**config.mk**
```make
export PLATFORM = sky130hd
export DESIGN_NAME = av_st_chan_demux_flat
export DESIGN_NICKNAME = d
export VERILOG_FILES = /design/src/rtl/av_st_pkg.sv /design/src/rtl/av_st_chan_demux_if.sv /design/src/rtl/av_st_skid_fifo2.sv /design/src/rtl/av_st_chan_demux.sv /design/src/flat_wrapper.sv
export SDC_FILE = /design/constraint.sdc
export NUM_CORES = 1
export LEC_CHECK = 0
export CAP_MARGIN = 20
export CORE_ASPECT_RATIO = 1.25
export CORE_MARGIN = 2
export CORE_UTILIZATION = 40
export DETAILED_ROUTE_END_ITERATION = 10
export HOLD_SLACK_MARGIN = 0.05
export PLACE_DENSITY = 0.72
export RECOVER_POWER = 100
export SLEW_MARGIN = 20
export SYNTH_ARGS = -nofsm -noshare
export SYNTH_HDL_FRONTEND = slang
export SYNTH_SLANG_ARGS = --single-unit
export TNS_END_PERCENT = 10
```
**constraint.sdc**
```tcl
create_clock -name clk -period 5.1 [get_ports clk]
set_input_delay 0.765 -clock clk [delete_from_list [all_inputs] [get_ports clk]]
set_output_delay 0.765 -clock clk [all_outputs]
set_load 0.005 [all_outputs]
```
**src/rtl/av_st_pkg.sv**
```systemverilog
// Shared types for the Avalon-ST channel demultiplexer: the beat record
// for the default configuration and the packet-routing state.
package av_st_pkg;

    localparam int BITS_PER_SYMBOL  = 8;
    localparam int SYMBOLS_PER_BEAT = 4;
    localparam int CHAN_WIDTH       = 1;
    localparam int DATA_WIDTH       = BITS_PER_SYMBOL * SYMBOLS_PER_BEAT;
    localparam int EMPTY_WIDTH      = $clog2(SYMBOLS_PER_BEAT);

    typedef struct packed {
        logic [CHAN_WIDTH-1:0]  channel;
        logic [DATA_WIDTH-1:0]  data;
        logic [EMPTY_WIDTH-1:0] empty;
        logic                   sop;
        logic                   eop;
        logic                   error;
    } beat_t;

    typedef enum logic [0:0] {
        ST_IDLE   = 1'b0,
        ST_IN_PKT = 1'b1
    } route_state_t;

endpackage

```
**src/rtl/av_st_chan_demux_if.sv**
```systemverilog
// One Avalon-ST stream. valid/ready: a beat transfers on a clock edge where
// both are high; the source holds the beat stable while valid && !ready.
interface av_st_chan_demux_if #(
    parameter int CHAN_WIDTH  = 1,
    parameter int DATA_WIDTH  = 32,
    parameter int EMPTY_WIDTH = 2
) ();

    logic [CHAN_WIDTH-1:0]  channel;
    logic [DATA_WIDTH-1:0]  data;
    logic [EMPTY_WIDTH-1:0] empty;
    logic                   startofpacket;
    logic                   endofpacket;
    logic                   error;
    logic                   valid;
    logic                   ready;

    modport master (
        output channel, data, empty, startofpacket, endofpacket, error, valid,
        input  ready
    );

    modport slave (
        input  channel, data, empty, startofpacket, endofpacket, error, valid,
        output ready
    );

endinterface

```
**src/rtl/av_st_skid_fifo2.sv**
```systemverilog
// Two-entry FIFO whose not-full flag is registered from next-state occupancy,
// so the writer's ready never depends combinationally on the reader.
module av_st_skid_fifo2 #(
    parameter int WIDTH = 8
) (
    input  logic             clk,
    input  logic             reset,
    input  logic             i_wr_en,
    input  logic [WIDTH-1:0] i_wr_data,
    output logic             o_not_full,
    input  logic             i_rd_en,
    output logic [WIDTH-1:0] o_rd_data,
    output logic             o_rd_valid
);

    logic [WIDTH-1:0] r_mem [2];
    logic             r_wr_ptr;
    logic             r_rd_ptr;
    logic [1:0]       r_count;
    logic             r_not_full;

    logic             w_push;
    logic             w_pop;
    logic [1:0]       w_count_next;

    assign w_push       = i_wr_en && r_not_full;
    assign w_pop        = i_rd_en && (r_count != 2'd0);
    assign w_count_next = r_count + {1'b0, w_push} - {1'b0, w_pop};

    always_ff @(posedge clk) begin
        if (reset) begin
            r_wr_ptr   <= 1'b0;
            r_rd_ptr   <= 1'b0;
            r_count    <= 2'd0;
            r_not_full <= 1'b0;
        end else begin
            if (w_push) r_wr_ptr <= ~r_wr_ptr;
            if (w_pop)  r_rd_ptr <= ~r_rd_ptr;
            r_count    <= w_count_next;
            r_not_full <= (w_count_next < 2'd2);
        end
    end

    // Payload storage needs no reset: entries are only read when counted valid.
    always_ff @(posedge clk) begin
        if (w_push) r_mem[r_wr_ptr] <= i_wr_data;
    end

    assign o_not_full = r_not_full;
    assign o_rd_data  = r_mem[r_rd_ptr];
    assign o_rd_valid = (r_count != 2'd0);

endmodule

```
**src/rtl/av_st_chan_demux.sv**
```systemverilog
// Packet-aware 1-to-2 Avalon-ST demux: whole packets are steered to out0 or
// out1 by the channel seen on their startofpacket beat.
module av_st_chan_demux
    import av_st_pkg::*;
#(
    parameter int BITS_PER_SYMBOL  = 8,
    parameter int SYMBOLS_PER_BEAT = 4,
    parameter int CHAN_WIDTH       = 1,
    parameter int PORT1_CHANNEL    = 1,
    parameter int DROP_CNT_WIDTH   = 16,
    localparam int DATA_WIDTH      = BITS_PER_SYMBOL * SYMBOLS_PER_BEAT,
    localparam int EMPTY_WIDTH     = $clog2(SYMBOLS_PER_BEAT)
) (
    input  logic                      clk,
    input  logic                      reset,
    av_st_chan_demux_if.slave         in_if,
    av_st_chan_demux_if.master        out0_if,
    av_st_chan_demux_if.master        out1_if,
    output logic [DROP_CNT_WIDTH-1:0] drop_count,
    output route_state_t              o_state
);

    // Flat payload layout: {dest, channel, data, empty, sop, eop, error}
    localparam int OFF_EOP   = 1;
    localparam int OFF_SOP   = 2;
    localparam int OFF_EMPTY = 3;
    localparam int OFF_DATA  = OFF_EMPTY + EMPTY_WIDTH;
    localparam int OFF_CHAN  = OFF_DATA + DATA_WIDTH;
    localparam int OFF_DEST  = OFF_CHAN + CHAN_WIDTH;
    localparam int PAY_W     = OFF_DEST + 1;

    route_state_t              r_state;
    logic                      r_dest;
    logic [DROP_CNT_WIDTH-1:0] r_drop_count;

    logic             w_not_full;
    logic             w_accept;
    logic             w_sel;
    logic             w_dest_tag;
    logic             w_push;
    logic             w_drop_evt;
    logic [PAY_W-1:0] w_wr_data;
    logic [PAY_W-1:0] w_head;
    logic             w_head_valid;
    logic             w_head_dest;
    logic             w_pop;

    assign in_if.ready = w_not_full;
    assign w_accept    = in_if.valid && w_not_full;
    assign w_sel       = (in_if.channel == CHAN_WIDTH'(PORT1_CHANNEL));
    assign w_dest_tag  = in_if.startofpacket ? w_sel : r_dest;

    // Stray mid-packet beats in IDLE and SOPs that truncate an open packet both count as drops.
    assign w_push     = w_accept && (in_if.startofpacket || (r_state == ST_IN_PKT));
    assign w_drop_evt = w_accept &&
                        (((r_state == ST_IDLE)   && !in_if.startofpacket) ||
                         ((r_state == ST_IN_PKT) &&  in_if.startofpacket));

    assign w_wr_data = {w_dest_tag, in_if.channel, in_if.data, in_if.empty,
                        in_if.startofpacket, in_if.endofpacket, in_if.error};

    always_ff @(posedge clk) begin
        if (reset) begin
            r_state <= ST_IDLE;
            r_dest  <= 1'b0;
        end else if (w_accept) begin
            if (in_if.startofpacket) begin
                r_dest  <= w_sel;
                r_state <= in_if.endofpacket ? ST_IDLE : ST_IN_PKT;
            end else if ((r_state == ST_IN_PKT) && in_if.endofpacket) begin
                r_state <= ST_IDLE;
            end
        end
    end

    always_ff @(posedge clk) begin
        if (reset) begin
            r_drop_count <= '0;
        end else if (w_drop_evt && (r_drop_count != '1)) begin
            r_drop_count <= r_drop_count + 1'b1;
        end
    end

    av_st_skid_fifo2 #(
        .WIDTH (PAY_W)
    ) u_fifo (
        .clk        (clk),
        .reset      (reset),
        .i_wr_en    (w_push),
        .i_wr_data  (w_wr_data),
        .o_not_full (w_not_full),
        .i_rd_en    (w_pop),
        .o_rd_data  (w_head),
        .o_rd_valid (w_head_valid)
    );

    assign w_head_dest = w_head[OFF_DEST];
    assign w_pop       = w_head_valid && (w_head_dest ? out1_if.ready : out0_if.ready);

    assign out0_if.valid         = w_head_valid && !w_head_dest;
    assign out0_if.channel       = w_head[OFF_CHAN +: CHAN_WIDTH];
    assign out0_if.data          = w_head[OFF_DATA +: DATA_WIDTH];
    assign out0_if.empty         = w_head[OFF_EMPTY +: EMPTY_WIDTH];
    assign out0_if.startofpacket = w_head[OFF_SOP];
    assign out0_if.endofpacket   = w_head[OFF_EOP];
    assign out0_if.error         = w_head[0];

    assign out1_if.valid         = w_head_valid && w_head_dest;
    assign out1_if.channel       = w_head[OFF_CHAN +: CHAN_WIDTH];
    assign out1_if.data          = w_head[OFF_DATA +: DATA_WIDTH];
    assign out1_if.empty         = w_head[OFF_EMPTY +: EMPTY_WIDTH];
    assign out1_if.startofpacket = w_head[OFF_SOP];
    assign out1_if.endofpacket   = w_head[OFF_EOP];
    assign out1_if.error         = w_head[0];

    assign drop_count = r_drop_count;
    assign o_state    = r_state;

endmodule

```
**src/flat_wrapper.sv**
```systemverilog
// flat-port wrapper written by rule: the top's interface ports become plain ports
module av_st_chan_demux_flat import av_st_pkg::*;
#(
    parameter int BITS_PER_SYMBOL  = 8,
    parameter int SYMBOLS_PER_BEAT = 4,
    parameter int CHAN_WIDTH       = 1,
    parameter int PORT1_CHANNEL    = 1,
    parameter int DROP_CNT_WIDTH   = 16,
    localparam int DATA_WIDTH      = BITS_PER_SYMBOL * SYMBOLS_PER_BEAT,
    localparam int EMPTY_WIDTH     = $clog2(SYMBOLS_PER_BEAT)
)
  (clk, reset, drop_count, o_state, in_if_channel, in_if_data, in_if_empty, in_if_startofpacket, in_if_endofpacket, in_if_error, in_if_valid, in_if_ready, out0_if_channel, out0_if_data, out0_if_empty, out0_if_startofpacket, out0_if_endofpacket, out0_if_error, out0_if_valid, out0_if_ready, out1_if_channel, out1_if_data, out1_if_empty, out1_if_startofpacket, out1_if_endofpacket, out1_if_error, out1_if_valid, out1_if_ready);
  av_st_chan_demux_if #(.CHAN_WIDTH(CHAN_WIDTH), .DATA_WIDTH(32), .EMPTY_WIDTH(2)) in_if_i ();
  av_st_chan_demux_if #(.CHAN_WIDTH(CHAN_WIDTH), .DATA_WIDTH(32), .EMPTY_WIDTH(2)) out0_if_i ();
  av_st_chan_demux_if #(.CHAN_WIDTH(CHAN_WIDTH), .DATA_WIDTH(32), .EMPTY_WIDTH(2)) out1_if_i ();
  input  logic clk;
  input  logic reset;
  output logic [DROP_CNT_WIDTH-1:0] drop_count;
  output route_state_t o_state;
  input wire logic [$bits(in_if_i.channel)-1:0] in_if_channel;
  input wire logic [$bits(in_if_i.data)-1:0] in_if_data;
  input wire logic [$bits(in_if_i.empty)-1:0] in_if_empty;
  input wire logic [$bits(in_if_i.startofpacket)-1:0] in_if_startofpacket;
  input wire logic [$bits(in_if_i.endofpacket)-1:0] in_if_endofpacket;
  input wire logic [$bits(in_if_i.error)-1:0] in_if_error;
  input wire logic [$bits(in_if_i.valid)-1:0] in_if_valid;
  output wire logic [$bits(in_if_i.ready)-1:0] in_if_ready;
  output wire logic [$bits(out0_if_i.channel)-1:0] out0_if_channel;
  output wire logic [$bits(out0_if_i.data)-1:0] out0_if_data;
  output wire logic [$bits(out0_if_i.empty)-1:0] out0_if_empty;
  output wire logic [$bits(out0_if_i.startofpacket)-1:0] out0_if_startofpacket;
  output wire logic [$bits(out0_if_i.endofpacket)-1:0] out0_if_endofpacket;
  output wire logic [$bits(out0_if_i.error)-1:0] out0_if_error;
  output wire logic [$bits(out0_if_i.valid)-1:0] out0_if_valid;
  input wire logic [$bits(out0_if_i.ready)-1:0] out0_if_ready;
  output wire logic [$bits(out1_if_i.channel)-1:0] out1_if_channel;
  output wire logic [$bits(out1_if_i.data)-1:0] out1_if_data;
  output wire logic [$bits(out1_if_i.empty)-1:0] out1_if_empty;
  output wire logic [$bits(out1_if_i.startofpacket)-1:0] out1_if_startofpacket;
  output wire logic [$bits(out1_if_i.endofpacket)-1:0] out1_if_endofpacket;
  output wire logic [$bits(out1_if_i.error)-1:0] out1_if_error;
  output wire logic [$bits(out1_if_i.valid)-1:0] out1_if_valid;
  input wire logic [$bits(out1_if_i.ready)-1:0] out1_if_ready;
  assign in_if_i.channel = in_if_channel;
  assign in_if_i.data = in_if_data;
  assign in_if_i.empty = in_if_empty;
  assign in_if_i.startofpacket = in_if_startofpacket;
  assign in_if_i.endofpacket = in_if_endofpacket;
  assign in_if_i.error = in_if_error;
  assign in_if_i.valid = in_if_valid;
  assign in_if_ready = in_if_i.ready;
  assign out0_if_channel = out0_if_i.channel;
  assign out0_if_data = out0_if_i.data;
  assign out0_if_empty = out0_if_i.empty;
  assign out0_if_startofpacket = out0_if_i.startofpacket;
  assign out0_if_endofpacket = out0_if_i.endofpacket;
  assign out0_if_error = out0_if_i.error;
  assign out0_if_valid = out0_if_i.valid;
  assign out0_if_i.ready = out0_if_ready;
  assign out1_if_channel = out1_if_i.channel;
  assign out1_if_data = out1_if_i.data;
  assign out1_if_empty = out1_if_i.empty;
  assign out1_if_startofpacket = out1_if_i.startofpacket;
  assign out1_if_endofpacket = out1_if_i.endofpacket;
  assign out1_if_error = out1_if_i.error;
  assign out1_if_valid = out1_if_i.valid;
  assign out1_if_i.ready = out1_if_ready;
  av_st_chan_demux #(.BITS_PER_SYMBOL(BITS_PER_SYMBOL), .SYMBOLS_PER_BEAT(SYMBOLS_PER_BEAT), .CHAN_WIDTH(CHAN_WIDTH), .PORT1_CHANNEL(PORT1_CHANNEL), .DROP_CNT_WIDTH(DROP_CNT_WIDTH)) u_core (.clk(clk), .reset(reset), .in_if(in_if_i), .out0_if(out0_if_i), .out1_if(out1_if_i), .drop_count(drop_count), .o_state(o_state));
endmodule
```
### Word-level counts from Yosys, hierarchy flattened

Memories as Yosys holds them, arrays and structs flattened. A register that Yosys moved wholly into a read port is not among the register bits.
Index checks and enable logic that the tools add are counted.

| operators by class | value |
|---|---|
| bitwise gates (word level) | 3 |
| equality and inequality tests | 1 |
| order comparisons | 1 |
| multiplexer cells | 9 |
| add/subtract/negate cells | 3 |
| reduce and logical (&&, ||, !) cells | 19 |

Operators with widths:

| operator | number |
|---|---|
| 16-bit by 1-bit adder with 16-bit output (second input constant) | 1 |
| 16-bit inequality test (second input constant) | 1 |
| 1-bit logical AND | 12 |
| 1-bit 2-to-1 mux | 9 |
| 2-bit nonzero test | 2 |
| 1-bit NOT | 3 |
| 2-bit by 1-bit adder with 2-bit output | 1 |
| 1-bit logical NOT | 2 |
| 1-bit logical OR | 2 |
| 2-bit < comparator (second input constant) | 1 |
| 2-bit AND reduction | 1 |
| 2-bit by 1-bit subtractor with 2-bit output | 1 |

| word-level totals | value |
|---|---|
| output and inout port bits | 96 |
| word-level logic and storage cells | 44 |
| bits of input ports | 43 |
| register bits | 23 |
| RAM bits | 78 |
| memories | 1 |

Memory list:

| memory | depth | bits a word | read ports | clocked after memory_dff | wr ports | RTL line | text |
|---|---|---|---|---|---|---|---|
| u_core.u_fifo.r_mem | 2 | 39 | 1 | 1 | 1 | av_st_skid_fifo2.sv:16 | `logic [WIDTH-1:0] r_mem [2];` |

### Longest topological paths before layout

| logic depth | value |
|---|---|
| depth in word-level cells | 6 |
| mapped depth | 10 |
| depth with buffers taken out | 9 |

### Cells and area by module

From an unflattened synthesis, not the netlist that was laid out.

| unflattened totals | value |
|---|---|
| cells, all modules | 302 |
| area, all modules | 4439.3 um^2 |

By module, submodules not included:

| module | times used | cells each | area each (um^2) | sequential area each (um^2) |
|---|---|---|---|---|
| av_st_skid_fifo2 | 1 | 147 | 3136.8 | 2462.4 |
| av_st_chan_demux | 1 | 155 | 1302.5 | 360.3 |

### Worst setup path before layout

Ideal clock, no wire load.

| path | value |
|---|---|
| path kind | input -> register |
| start | input port in_if_startofpacket |
| end | memory u_core.u_fifo.r_mem[0][0] in the netlist's numbering (enable) |
| arrival | 3.033 ns |
| library setup time | 0.435 ns |
| required time | 4.665 ns |
| path buffers | 1 |
| slack | 1.632 ns |
| cell stages on the path | 5 |
| cells stage by stage | inv_1 > ha_1 > or2_2 > clkbuf_1 > nor2_1 |

| on the way | value |
|---|---|
| word-level cells in the longest chain between the ends | 5 |

Ends and longest elaborated chain:

| item | RTL line | text |
|---|---|---|
| start, declared | flat_wrapper.sv:23 | `input wire logic [$bits(in_if_i.startofpacket)-1:0] in_if_startofpacket;` |
| 1-bit logical OR | av_st_chan_demux.sv:54 | `assign w_push = w_accept && (in_if.startofpacket \|\| (r_state == ST_IN_PKT));` |
| 1-bit logical AND | av_st_chan_demux.sv:54 |  |
| 1-bit logical AND | av_st_skid_fifo2.sv:26 | `assign w_push = i_wr_en && r_not_full;` |
| 1-bit 2-to-1 mux | av_st_skid_fifo2.sv:46 | `if (w_push) r_mem[r_wr_ptr] <= i_wr_data;` |
| 1-bit 2-to-1 mux (not written as such) | av_st_skid_fifo2.sv:46 |  |
| end, declared | av_st_skid_fifo2.sv:16 |  |

Every way passes these cells.

==> results.md <==
* Outcome: finished, violations left
* Violated checks: capacitance limit, slew limit
* Yosys top cell by area: edfxtp_1
* Top FF cell, synth: edfxtp_1
* Highest clock rate at 260 MHz
* Clock transition at path regs at 0.07 ns
* Hold Vio Cnt, Final at 0
* Die Y at 119 um
* Largest net degree at the start of global routing at 40
* # Max-Cap Violations at 3
* EDFF count, synth at 78
* ANT nets after route at 0
* Port Buf Inserts at 138
* Commonest cells post-synth: edfxtp_1 (78), mux2_2 (40), buf_4 (38)
* YS warnings at 0
* CTS root buffer: clkbuf_16
* Most common cell in the netlist: edfxtp_1
* Mapped Cells at 295
* Final Non-Filler Cells at around 540
* Final HPWL DP at 5.54 mm
* CTS resizes at 0
* Setup CP Type: register to output pin
* Routability cong. at 0.808
* Inst Count DP at 518
* Post-synth top area share at ~55%
* Clock buffers created by TritonCTS at 9
* Vias in the first global route at between 2000 and 3000
* Detailed Route Iter0 Violations at 94
* Avg Cell Area, Syn at ~14 um^2
* Total Neg Setup Slack at 0 ns
* Core area at 0.0105 mm^2
* Post-CTS Setup Bufs at 0
* Skew-Pair Late Insertion Delay at approximately 0.34 ns
* #FFs+latches synth at 102
* # hold bufs at CTS at 0
* Cell row count at 42
* Starting density of the core at between 40% and 50%
* Leakage at 0.00204 uW
* Part of the Yosys area used for sequential elements at 66.3%
* Final period util at 75.5%
* RSZ-0062 raised after global routing: false
* CP Capture Type: output pin
* Vias per cell at 4.95
* DIE AREA at 0.0115 mm^2
* Drt first pass iters at 4
* WP data required at 4.34 ns
* Relative slew slack at -38.8%
* FILL cells at 865
* First-pass GRT wire length at 12.5 mm
* DRC at 0
* CTS tree: yes
* Syn Nets at 342
* Area of the multi-input gates at 0.00108 mm^2
* H-tree Lvls at 3
* Crit path DAT at 3.09 ns
* Die Wd at around 96 um
* Clk sinks at slightly above 100
* Actual slew at the worst max-slew pin at slightly above 2 ns
* Worst vdd ir at 0.000168 V
* Setup ws final at 1.25 ns
* Design Area, Final at 0.00583 mm^2
* GRT Util Overall at 14.3%
* HP Class: register to register
* Share of layout cells above drive strength 1 at 5.94%
* NumNets Final at 446
* Via Count at 2659
* Synth top area cells: edfxtp_1 (55%), dfxtp_1 (11%), mux2_2 (11%)
* FFs w/ async S/R, synth at 0%
* Sequential cell area at 0.00282 mm^2
* Worst-path maximum fanout at 39
* Netlist cell types at 33
* Max Root-Sink Buffers at 2
* Synth Cell Area at approximately 0.0043 mm^2
* PwrDens at between 300 and 400 mW/mm^2
* Final WL at 8.04 mm
* Top-Level Pins at about 140
* Layout area overhead at 36.8%
* Startpoint Class: register
* Initial antenna violation count at 1
* Max-slew violations at 76
* Final Skew at 0.00662 ns
* WL/cell at ~15 um
* Global route overflow at 0
* Final Setup Violations at 0
* DP Worst Slack at 1.82 ns
* Post-DP Area at roughly 0.0055 mm^2
* Minimum clock period at 3.85 ns
area by class of cell:
class / count / area share [%]
clock buffers: 10 / 3.93
flip-flops and latches: 102 / 48.5
well taps: 132 / 2.84
clock inverters: 6 / 1.22
multi-input cells: 138 / 18.5
diodes: 1 / 0.0430
inverters: 8 / 0.515
repair buffers: 140 / 24.5
path summary, 6_finish.rpt:
check,slack [ns],end,cells past startpoint,from
min,0.48,u_core.o_state$_SDFFE_PP0P_,2,u_core.o_state$_SDFFE_PP0P_
max,1.25,out0_if_valid,3,register
min reg2reg,0.48,u_core.o_state$_SDFFE_PP0P_,2,u_core.o_state$_SDFFE_PP0P_
max reg2reg,1.55,u_core.u_fifo.o_not_full$_SDFF_PP0_,9,register
state kept, by name (all words and copies together) (netlist names), named ones only:
name and count:
u_core.drop_count 16, u_core.o_state 1, u_core.u_fifo.r_wr_ptr 1, u_core.u_fifo.o_not_full 1, u_core.u_fifo.r_count 2, u_core.u_fifo.r_mem 78
u_core.r_dest 1, u_core.u_fifo.r_rd_ptr 1
layout by cell type, fill, tap and decap left out, types with 2 or more instances in the layout:
cell / synthesis / routed
o31ai_1: 6 / 6
or4_1: 7 / 7
o21ai_0: 6 / 6
clkinvlp_4: 0 / 2
clkinv_4: 0 / 2
nand3_1: 6 / 6
dlygate4sd3_1: 0 / 100
xnor2_1: 3 / 3
nor2_1: 13 / 13
nand4_1: 5 / 5
a21oi_1: 14 / 14
dfxtp_1: 24 / 24
edfxtp_1: 78 / 78
or3_1: 6 / 6
mux2_1: 0 / 36
clkbuf_16: 0 / 9
ha_1: 4 / 4
mux2i_1: 4 / 4
and4_1: 2 / 2
nand2_1: 5 / 5
xor2_1: 2 / 2
inv_1: 8 / 8
nor2b_1: 4 / 4
mux2_2: 40 / 4
clkdlybuf4s50_1: 0 / 38
metrics by stage:
stage,util (%),hold slack [ns],power (uW)
floorplan,-,0.459,1330
global placement,52.6,0.469,1600
detailed placement,52.6,0.471,1610
CTS,55.5,0.483,2280
global route,55.7,0.509,2320
finish,55.7,0.483,2200
critical path: stages (launching register included):
cell	delay [ns]
dfxtp_1	1.53
mux2i_1	0.39
nor2b_1	0.24
dlygate4sd3_1	0.58
power by group:
part | internal [uW] | total (uW) | switching, uW
clock network | 384 | 671 | 288
registers | 956 | 1010 | 56.0
logic | 328 | 518 | 191
per-layer routing:
layer	up-vias	track usage, %	routed length (um)
met2	90	24.6	4120
met4	0	5.63	141
li1	1276	-	-
met5	-	0	0
met3	9	4.24	520
met1	1284	16.3	3260
cells by family (layout without fill, tap and decap cells):
| logic type | Yosys count | in the layout | share of synthesized area (%) |
|---|---|---|---|
| compound gates | 30 | 30 | 4.38 |
| xor+xnor | 5 | 5 | 1.03 |
| fa+ha+maj | 4 | 4 | 1.18 |
| buf+inv | 55 | 164 | 8.26 |
| flops | 102 | 102 | 66.3 |
| mux | 44 | 44 | 11.5 |
| other cells | 0 | 1 | 0 |
| simple gates | 55 | 55 | 7.35 |
Power figures use the tool's default switching activity.
